$ cat config.mk
export PLATFORM = sky130hd
export DESIGN_NAME = led_key_ctrl
export DESIGN_NICKNAME = d
export VERILOG_FILES = /design/src/rtl/led_key_ctrl.sv
export SDC_FILE = /design/constraint.sdc
export NUM_CORES = 1
export LEC_CHECK = 0
export CAP_MARGIN = 10
export CORE_ASPECT_RATIO = 0.8
export CORE_MARGIN = 2
export CORE_UTILIZATION = 33
export CTS_CLUSTER_DIAMETER = 120
export DETAILED_ROUTE_END_ITERATION = 8
export PLACE_DENSITY = 0.48
export SLEW_MARGIN = 30
export SYNTH_ARGS = -nofsm -noshare
export SYNTH_HDL_FRONTEND = slang
export SYNTH_SLANG_ARGS = --single-unit
export TNS_END_PERCENT = 30
$ cat constraint.sdc
create_clock -name clk -period 2.51 [get_ports clk]
set_input_delay 0.502 -clock clk [delete_from_list [all_inputs] [get_ports clk]]
set_output_delay 0.502 -clock clk [all_outputs]
set_load 0.1 [all_outputs]
$ cat src/rtl/led_key_ctrl.sv
// led_key_ctrl
//
// Multi-channel LED controller driven by debounced active-low push-buttons.
// Each debounced press advances its channel's mode OFF -> BLINK -> ON -> OFF.
// Channels share nothing but the clock and reset.
//
// Parameters:
//   CH            number of key/LED channels (1..16)
//   DEBOUNCE_CYC  consecutive differing samples needed to accept a level (>=2)
//   HALF_PERIOD   blink half-period in clk cycles (>=2)
//   LONG_CYC      long-press threshold in cycles from the press strobe (>=2)
//
// Ports:
//   clk          system clock
//   rst_n        asynchronous active-low reset
//   key_n        raw keys, active-low, asynchronous to clk
//   led          LED drives, high = lit
//   mode         per-channel mode at [2i+1:2i]: 0 OFF, 1 BLINK, 2 ON
//   press_pulse  one-cycle strobe per accepted press
//   long_pulse   one-cycle strobe per long press
//
// Build option:
//   LED_CTRL_LONGPRESS_EN  when defined, holding a key for LONG_CYC cycles
//                          after its press strobe fires long_pulse and forces
//                          the channel to OFF. Otherwise long_pulse is 0.
//
// Mode FSM states:
//   state      | meaning
//   MODE_OFF   | LED dark, blink counter held at 0
//   MODE_BLINK | LED toggles every HALF_PERIOD cycles, starts lit
//   MODE_ON    | LED lit, blink counter held at 0
//   MODE_ILL   | unused encoding, returns to MODE_OFF next cycle

module led_key_ctrl #(
    parameter int CH           = 4,
    parameter int DEBOUNCE_CYC = 1_000_000,
    parameter int HALF_PERIOD  = 25_000_000,
    parameter int LONG_CYC     = 100_000_000
) (
    input  logic            clk,
    input  logic            rst_n,
    input  logic [CH-1:0]   key_n,
    output logic [CH-1:0]   led,
    output logic [2*CH-1:0] mode,
    output logic [CH-1:0]   press_pulse,
    output logic [CH-1:0]   long_pulse
);

    typedef enum logic [1:0] {
        MODE_OFF   = 2'd0,
        MODE_BLINK = 2'd1,
        MODE_ON    = 2'd2,
        MODE_ILL   = 2'd3
    } mode_e;

    localparam int DB_W = $clog2(DEBOUNCE_CYC + 1);
    localparam int BL_W = $clog2(HALF_PERIOD);
    localparam logic [DB_W-1:0] DB_LAST = DB_W'(DEBOUNCE_CYC - 1);
    localparam logic [BL_W-1:0] BL_LAST = BL_W'(HALF_PERIOD - 1);

`ifdef LED_CTRL_LONGPRESS_EN
    localparam int LG_W = $clog2(LONG_CYC + 1);
    localparam logic [LG_W-1:0] LONG_LAST = LG_W'(LONG_CYC - 1);
    localparam logic [LG_W-1:0] LONG_MAX  = LG_W'(LONG_CYC);
`else
    logic unused_long_cyc;
    assign unused_long_cyc = (LONG_CYC != 0);
`endif

    for (genvar i = 0; i < CH; i++) begin : g_ch
        logic            sync1_q;
        logic            sync2_q;
        logic            stable_q, stable_d;
        logic            stable_dly_q;
        logic [DB_W-1:0] db_cnt_q, db_cnt_d;
        logic            press_q, press_d;
        logic            long_q, long_d;
        mode_e           mode_q, mode_d;
        logic            led_q, led_d;
        logic [BL_W-1:0] bl_cnt_q, bl_cnt_d;

        // Debounce: count consecutive samples that disagree with the
        // accepted level; the DEBOUNCE_CYC-th one flips it.
        always_comb begin
            stable_d = stable_q;
            db_cnt_d = '0;
            if (sync2_q != stable_q) begin
                if (db_cnt_q == DB_LAST) begin
                    stable_d = sync2_q;
                end else begin
                    db_cnt_d = db_cnt_q + DB_W'(1);
                end
            end
        end

        // Strobe one cycle after the accepted level falls.
        assign press_d = stable_dly_q & ~stable_q;

`ifdef LED_CTRL_LONGPRESS_EN
        logic [LG_W-1:0] hold_q, hold_d;

        // Hold counter starts with the press strobe and saturates at
        // LONG_CYC, so a single hold yields a single long strobe.
        always_comb begin
            hold_d = hold_q;
            if (stable_q) begin
                hold_d = '0;
            end else if (press_q) begin
                hold_d = LG_W'(1);
            end else if ((hold_q != '0) && (hold_q != LONG_MAX)) begin
                hold_d = hold_q + LG_W'(1);
            end
        end

        assign long_d = !stable_q && (hold_q == LONG_LAST);

        always_ff @(posedge clk or negedge rst_n) begin
            if (!rst_n) begin
                hold_q <= '0;
            end else begin
                hold_q <= hold_d;
            end
        end
`else
        assign long_d = 1'b0;
`endif

        always_comb begin
            mode_d   = mode_q;
            led_d    = led_q;
            bl_cnt_d = bl_cnt_q;
            case (mode_q)
                MODE_OFF: begin
                    led_d    = 1'b0;
                    bl_cnt_d = '0;
                    if (press_q) begin
                        mode_d = MODE_BLINK;
                        led_d  = 1'b1;
                    end
                end
                MODE_BLINK: begin
                    // A press in the wrap cycle wins over the toggle.
                    if (press_q) begin
                        mode_d   = MODE_ON;
                        led_d    = 1'b1;
                        bl_cnt_d = '0;
                    end else if (bl_cnt_q == BL_LAST) begin
                        bl_cnt_d = '0;
                        led_d    = ~led_q;
                    end else begin
                        bl_cnt_d = bl_cnt_q + BL_W'(1);
                    end
                end
                MODE_ON: begin
                    led_d    = 1'b1;
                    bl_cnt_d = '0;
                    if (press_q) begin
                        mode_d = MODE_OFF;
                        led_d  = 1'b0;
                    end
                end
                default: begin
                    mode_d   = MODE_OFF;
                    led_d    = 1'b0;
                    bl_cnt_d = '0;
                end
            endcase
            // Long press overrides whatever the short press selected.
            if (long_q) begin
                mode_d   = MODE_OFF;
                led_d    = 1'b0;
                bl_cnt_d = '0;
            end
        end

        always_ff @(posedge clk or negedge rst_n) begin
            if (!rst_n) begin
                sync1_q      <= 1'b1;
                sync2_q      <= 1'b1;
                stable_q     <= 1'b1;
                stable_dly_q <= 1'b1;
                db_cnt_q     <= '0;
                press_q      <= 1'b0;
                long_q       <= 1'b0;
                mode_q       <= MODE_OFF;
                led_q        <= 1'b0;
                bl_cnt_q     <= '0;
            end else begin
                sync1_q      <= key_n[i];
                sync2_q      <= sync1_q;
                stable_q     <= stable_d;
                stable_dly_q <= stable_q;
                db_cnt_q     <= db_cnt_d;
                press_q      <= press_d;
                long_q       <= long_d;
                mode_q       <= mode_d;
                led_q        <= led_d;
                bl_cnt_q     <= bl_cnt_d;
            end
        end

        assign led[i]           = led_q;
        assign mode[2*i +: 2]   = mode_q;
        assign press_pulse[i]   = press_q;
        assign long_pulse[i]    = long_q;
    end

endmodule

### After elaboration in Yosys (flattened, before gate mapping)

Cells that the tools add are included.

* input port bits: 6
* output and inout port bits: 20
* register bits: 212
* logic and storage cells: 160

* equality and inequality tests: 36
* mux-type cells: 56
* reductions and logical operators: 12
* bitwise operators: 12
* add/subtract/negate cells: 8

Operators by type and width (number)
* $mux W25: 12
* $mux W20: 8
* $add A25 B1 Y25 const B: 4
* $eq A25 B25 Y1 const B: 4
* $add A20 B1 Y20 const B: 4
* $eq A20 B20 Y1 const B: 4
* $mux W2: 12
* $ne A2 B2 Y1 const B: 12
* $pmux W2 S3: 4
* $mux W1: 16
* $ne A3 B3 Y1 const B: 4
* $pmux W1 S3: 4
* $reduce_and A3 Y1: 4
* $eq A2 B1 Y1 const B: 4
* $eq A2 B2 Y1 const B: 4
* $logic_not A2 Y1: 4
* $not A1 Y1: 8
* $reduce_and A2 Y1: 4
* $and A1 B1 Y1: 4
* $ne A1 B1 Y1: 4

### Logic depth before layout (Yosys ltp)

* depth after elaboration: 4
* gate-level depth with buffers: 8
* mapped depth without buffers: 6

### Worst setup path before layout

Ideal clock, no wire load.

* path type: reg2reg
* from: register g_ch[0].bl_cnt_q[9]
* to: register g_ch[0].led_q
* clock period less this slack: 2105 ps
* library setup time: 128 ps
* path buffers: 1
* cell stages (with the launch flop): 7
* data arrival time: 1978 ps
* required time: 2382 ps
* slack: 405 ps
* path through: dfrtp_1 or4_1 or3_1 nor4_1 or4b_1 buf_4 mux2_1

* longest elaborated chain between the ends: 2

Ends and longest elaborated chain
* start: declaration: RTL line 80 `logic [BL_W-1:0] bl_cnt_q, bl_cnt_d;`
* start signal: assignment: RTL line 198 `bl_cnt_q <= bl_cnt_d;`
* $eq A25 B25 Y1: RTL line 147 `end else if (bl_cnt_q == BL_LAST) begin`
* $ne A3 B3 Y1 (no line)
* end signal: assignment: RTL line 197 `led_q <= led_d;`
* end: declaration: RTL line 79 `logic led_q, led_d;`

No other way between the ends.
A chain may end at the register's enable or synchronous reset.

### Worst setup path in the final report

* from: register g_ch[1].bl_cnt_q[15]
* to: register g_ch[1].bl_cnt_q[10]

* longest elaborated chain between the ends: 4

Ends and longest elaborated chain
* start: declaration: RTL line 80
* start signal: assignment: RTL line 198
* $eq A25 B25 Y1: RTL line 147
* $mux W25: RTL line 147
* $mux W25: RTL line 143 `if (press_q) begin`
* $mux W25: RTL line 132 `case (mode_q)`
* named net g_ch[1].bl_cnt_d[10]: RTL line 80

The timed path passes the listed nets, and every way through them passes these cells.

==> results.md <==
* Logic gate share of total power at 2.3%
* Switch share at 21.2%
* Reg clk slew, reported paths at 0.06 ns
* Final worst slack at 0.285 ns
* Mapped Cells at 992
* I/O pin cnt at 26
* Die width at 198 um
* Port bufs at 21
* VDD IR max at 0.377 mV
* Post-synth EDFFs at 0
* Final Hold Viols at 0
* Total negative slack at 0 ns
* Final setup vio count at 0
* Critical path buffers and inverters at 1
* Main area contributors after synthesis: dfrtp_1 49%, xor2_1 8.8%, nor2_1 8.1%
* Synth area leader: dfrtp_1
* Die area at 31500 um2
* Mean number of vias per cell at 4.60
* Seq pwr share at 47.0%
* Cell Count, Final, Fillers Out at 1450
* Row count at 56
* # DRC at 0
* Hold Path Class: flip-flop to flip-flop
* Worst path arrival time at 2.63 ns
* ANT cells at 0
* Final Slew Violations at 0
* Hold WS at 0.350 ns
* Mapped Avg Cell Area at 10.0 um2
* Flops & latches, synth at 212
* Fin nets at 1040
* Setup repair bufs after CTS at 0
* Clk pwr share at 50.6%
* Met3 wire len at 564 um
* Critical Setup Path Class: flip-flop to flip-flop
* Most used DFF post-synth: dfrtp_1
* Worst-path cell chain: or4b_1, or4_1, nor4_2, or3_1, buf_12, nor2_1
* Fin crit period at 2.22 ns
* Max-Cap Viols at 0
* Worst setup SP type: flip-flop
* TritonCTS clock tree: built
* CP top delay family: simple AND/OR/NAND/NOR gates
* Detailed Place HPWL at 12.1 mm
* Share of layout cells above drive strength 1 at 9.77%
* Internal Pwr Total at 5810 uW
* Filler cells at 2935
* Power Dens Cells at 643 nW/um2
* Clock Skew at 0.0160 ns
* Worst-path fanout max at 24
* Via Count at 6675
* Max frequency at 450 MHz
* Number of global-route vias before repair at 6574
* LEAKAGE at 0.00467 uW
* Pre-CTS setup slack at 0.298 ns
* Synth-to-layout area growth at 15.5%
* Worst slew pin tran at 0.700 ns
* Initial Util at 33.7%
* GRT overflow at 0
* Top Metal Used: met4
* Wire per inst at 12.7 um
* H-tree depth at 1
* Buffer depth of the longest clock path at 3
* Synth cell types at 41
* Flop-to-flop setup slack at 0.29 ns
* Required @ worst endpoint at 2.91 ns
* Unrepaired setup endpoints after global routing: no
* Gpl congestion at 0.755
* Post-Route M1 WL at 10.4 mm
* Seq/Total Area, Yosys at 53.6%
* First-pass iteration count of the detailed router at 7
* Die Ht at 159 um
* Met2 WL at 7.17 mm
* Slowest CP cell: or4b_1
* Initial antenna violation count at 0
* WL final at 18.5 mm
* NetSw at 1570 uW
* Cell total after placement at 1405
* Final core utilization at 38.9%
* Ys async rst share at 100%
* Outcome: finished, final reports clean
* Core area at 29500 um2
* Post-route ant nets at 0
* Critical Path End Type: flip-flop
* Fin crit share at 88.6%
* Area share of the largest cell type after synthesis at 49.4%
* First-pass GRT wire length at 32.7 mm
* Slew headroom at 52.9%
* CP max stage delay at 0.52 ns
* Pin count of the biggest net entering global routing at 55
* CTS Sinks at 212
* CTS root buffer: clkbuf_16
* Synth Cell Area at 9930 um2
* Clock latency on the worst-skew pair at 0.51 ns
* Num CTS Buffers at 24
* Tot GR Track Use at 12.1%
* DRT iter0 DRCs at 437
* CTS resizes at 0
* YS warnings at 0
==> registers in the layout, indices dropped and copies added, names as in the netlist <==
register	flops
g_ch.led_q	4
g_ch.bl_cnt_q	100
g_ch.mode_q	8
g_ch.sync2_q	4
g_ch.stable_dly_q	4
g_ch.stable_q	4
g_ch.press_q	4
g_ch.db_cnt_q	80
g_ch.sync1_q	4
==> cells by family (layout without fill, tap and decap cells) <==
| logic type | after synthesis | after routing | share of synthesized area (%) |
|---|---|---|---|
| DFF | 212 | 212 | 53.6 |
| other | 1 | 4 | 0.0378 |
| xor gates and xnor gates | 173 | 173 | 15.3 |
| AOI/OAI and AO/OA | 13 | 13 | 0.806 |
| muxes | 5 | 5 | 0.567 |
| and+or+nand+nor | 521 | 521 | 25.6 |
| buffers and inverters | 59 | 108 | 3.10 |
| adders and majority gates | 8 | 8 | 1.01 |
==> cells in the mapped netlist, types with 13 or more instances <==
master and n:
buf_4 13, xnor2_1 73, nand3_1 68, dfstp_2 16, xor2_1 100, and3_1 25
nor3_1 26, clkbuf_1 14, dfrtp_1 196, nor4_1 20, inv_1 23, nand2_1 61
nand4_1 48, and4_1 18, nor2_1 214
==> metal layers <==
metal  vias to the layer above  track usage (%)
met5                         -                0
met4                         0             2.73
met3                        26             2.22
met2                        58             16.9
met1                      3193             19.2
li1                       3398                -
==> worst paths after layout <==
path                                           start                   end  cells past startpoint
max in group asynchronous                      rst_n       g_ch[2].sync1_q                      3
worst min register to register       g_ch[3].sync1_q       g_ch[3].sync2_q                      0
worst min-delay path                 g_ch[3].sync1_q       g_ch[3].sync2_q                      0
min in group asynchronous                      rst_n  g_ch[1].bl_cnt_q[20]                      2
worst max-delay path            g_ch[1].bl_cnt_q[15]  g_ch[1].bl_cnt_q[10]                      6
worst max register to register  g_ch[1].bl_cnt_q[15]  g_ch[1].bl_cnt_q[10]                      6
==> layout make-up <==
cell class	instances	area [um2]	share of cell area (%)
clock buffers	31	678	5.91
clock inverters	13	176	1.54
inverters	23	86.3	0.752
multi-input cells	724	4310	37.6
flip-flops and latches	212	5330	46.4
well taps	406	508	4.43
repair buffers	41	390	3.40
==> placed cells by master (no fill, tap or decap), types with 3 or more instances in the layout <==
| cell type | netlist | layout |
|---|---|---|
| nor4_1 | 20 | 20 |
| o221ai_1 | 3 | 3 |
| o21ai_0 | 5 | 5 |
| or4_1 | 5 | 5 |
| xnor2_1 | 73 | 73 |
| ha_1 | 8 | 8 |
| bufinv_16 | 0 | 4 |
| nand3_1 | 68 | 68 |
| clkbuf_1 | 14 | 3 |
| nand2b_1 | 4 | 4 |
| conb_1 | 1 | 4 |
| clkdlybuf4s50_1 | 0 | 4 |
| and3_1 | 25 | 25 |
| dfstp_2 | 16 | 16 |
| clkbuf_16 | 0 | 25 |
| and4_1 | 18 | 18 |
| clkbuf_8 | 0 | 3 |
| or3_1 | 8 | 8 |
| buf_12 | 0 | 5 |
| nor4b_1 | 4 | 4 |
| clkinv_2 | 0 | 5 |
| nand4_1 | 48 | 48 |
| nor2b_1 | 6 | 6 |
| or2_2 | 3 | 3 |
| xor2_1 | 100 | 100 |
| mux2_2 | 4 | 4 |
| dfrtp_1 | 196 | 196 |
| nor3_1 | 26 | 26 |
| buf_4 | 13 | 30 |
| inv_1 | 23 | 23 |
| nor2_1 | 214 | 214 |
| nand2_1 | 61 | 61 |
| clkinvlp_4 | 0 | 3 |
==> stage by stage <==
stage | cell area (um2) | total power, uW
after global placement | 10600 | 3710
after floorplan | 9940 | 3600
final | 11500 | 7380
after CTS | 11500 | 7540
after global routing | 11500 | 7670
after detailed placement | 10600 | 3710
==> repair_timing <==
action | CTS | global route
endpoints found under the hold margin | 47 | 0
endpoints found under the setup margin | 0 | 0
hold buffers | 1 | 0
==> power by group through the flow <==
stage / logic, uW / clock network, uW / registers (uW)
after detailed placement: 181 / 0 / 3530
final: 173 / 3730 / 3470
after global placement: 182 / 0 / 3530
after global routing: 198 / 4000 / 3470
after floorplan: 78.6 / 0 / 3520
after CTS: 183 / 3890 / 3470
No activity file was read; power rests on OpenSTA's default activity.
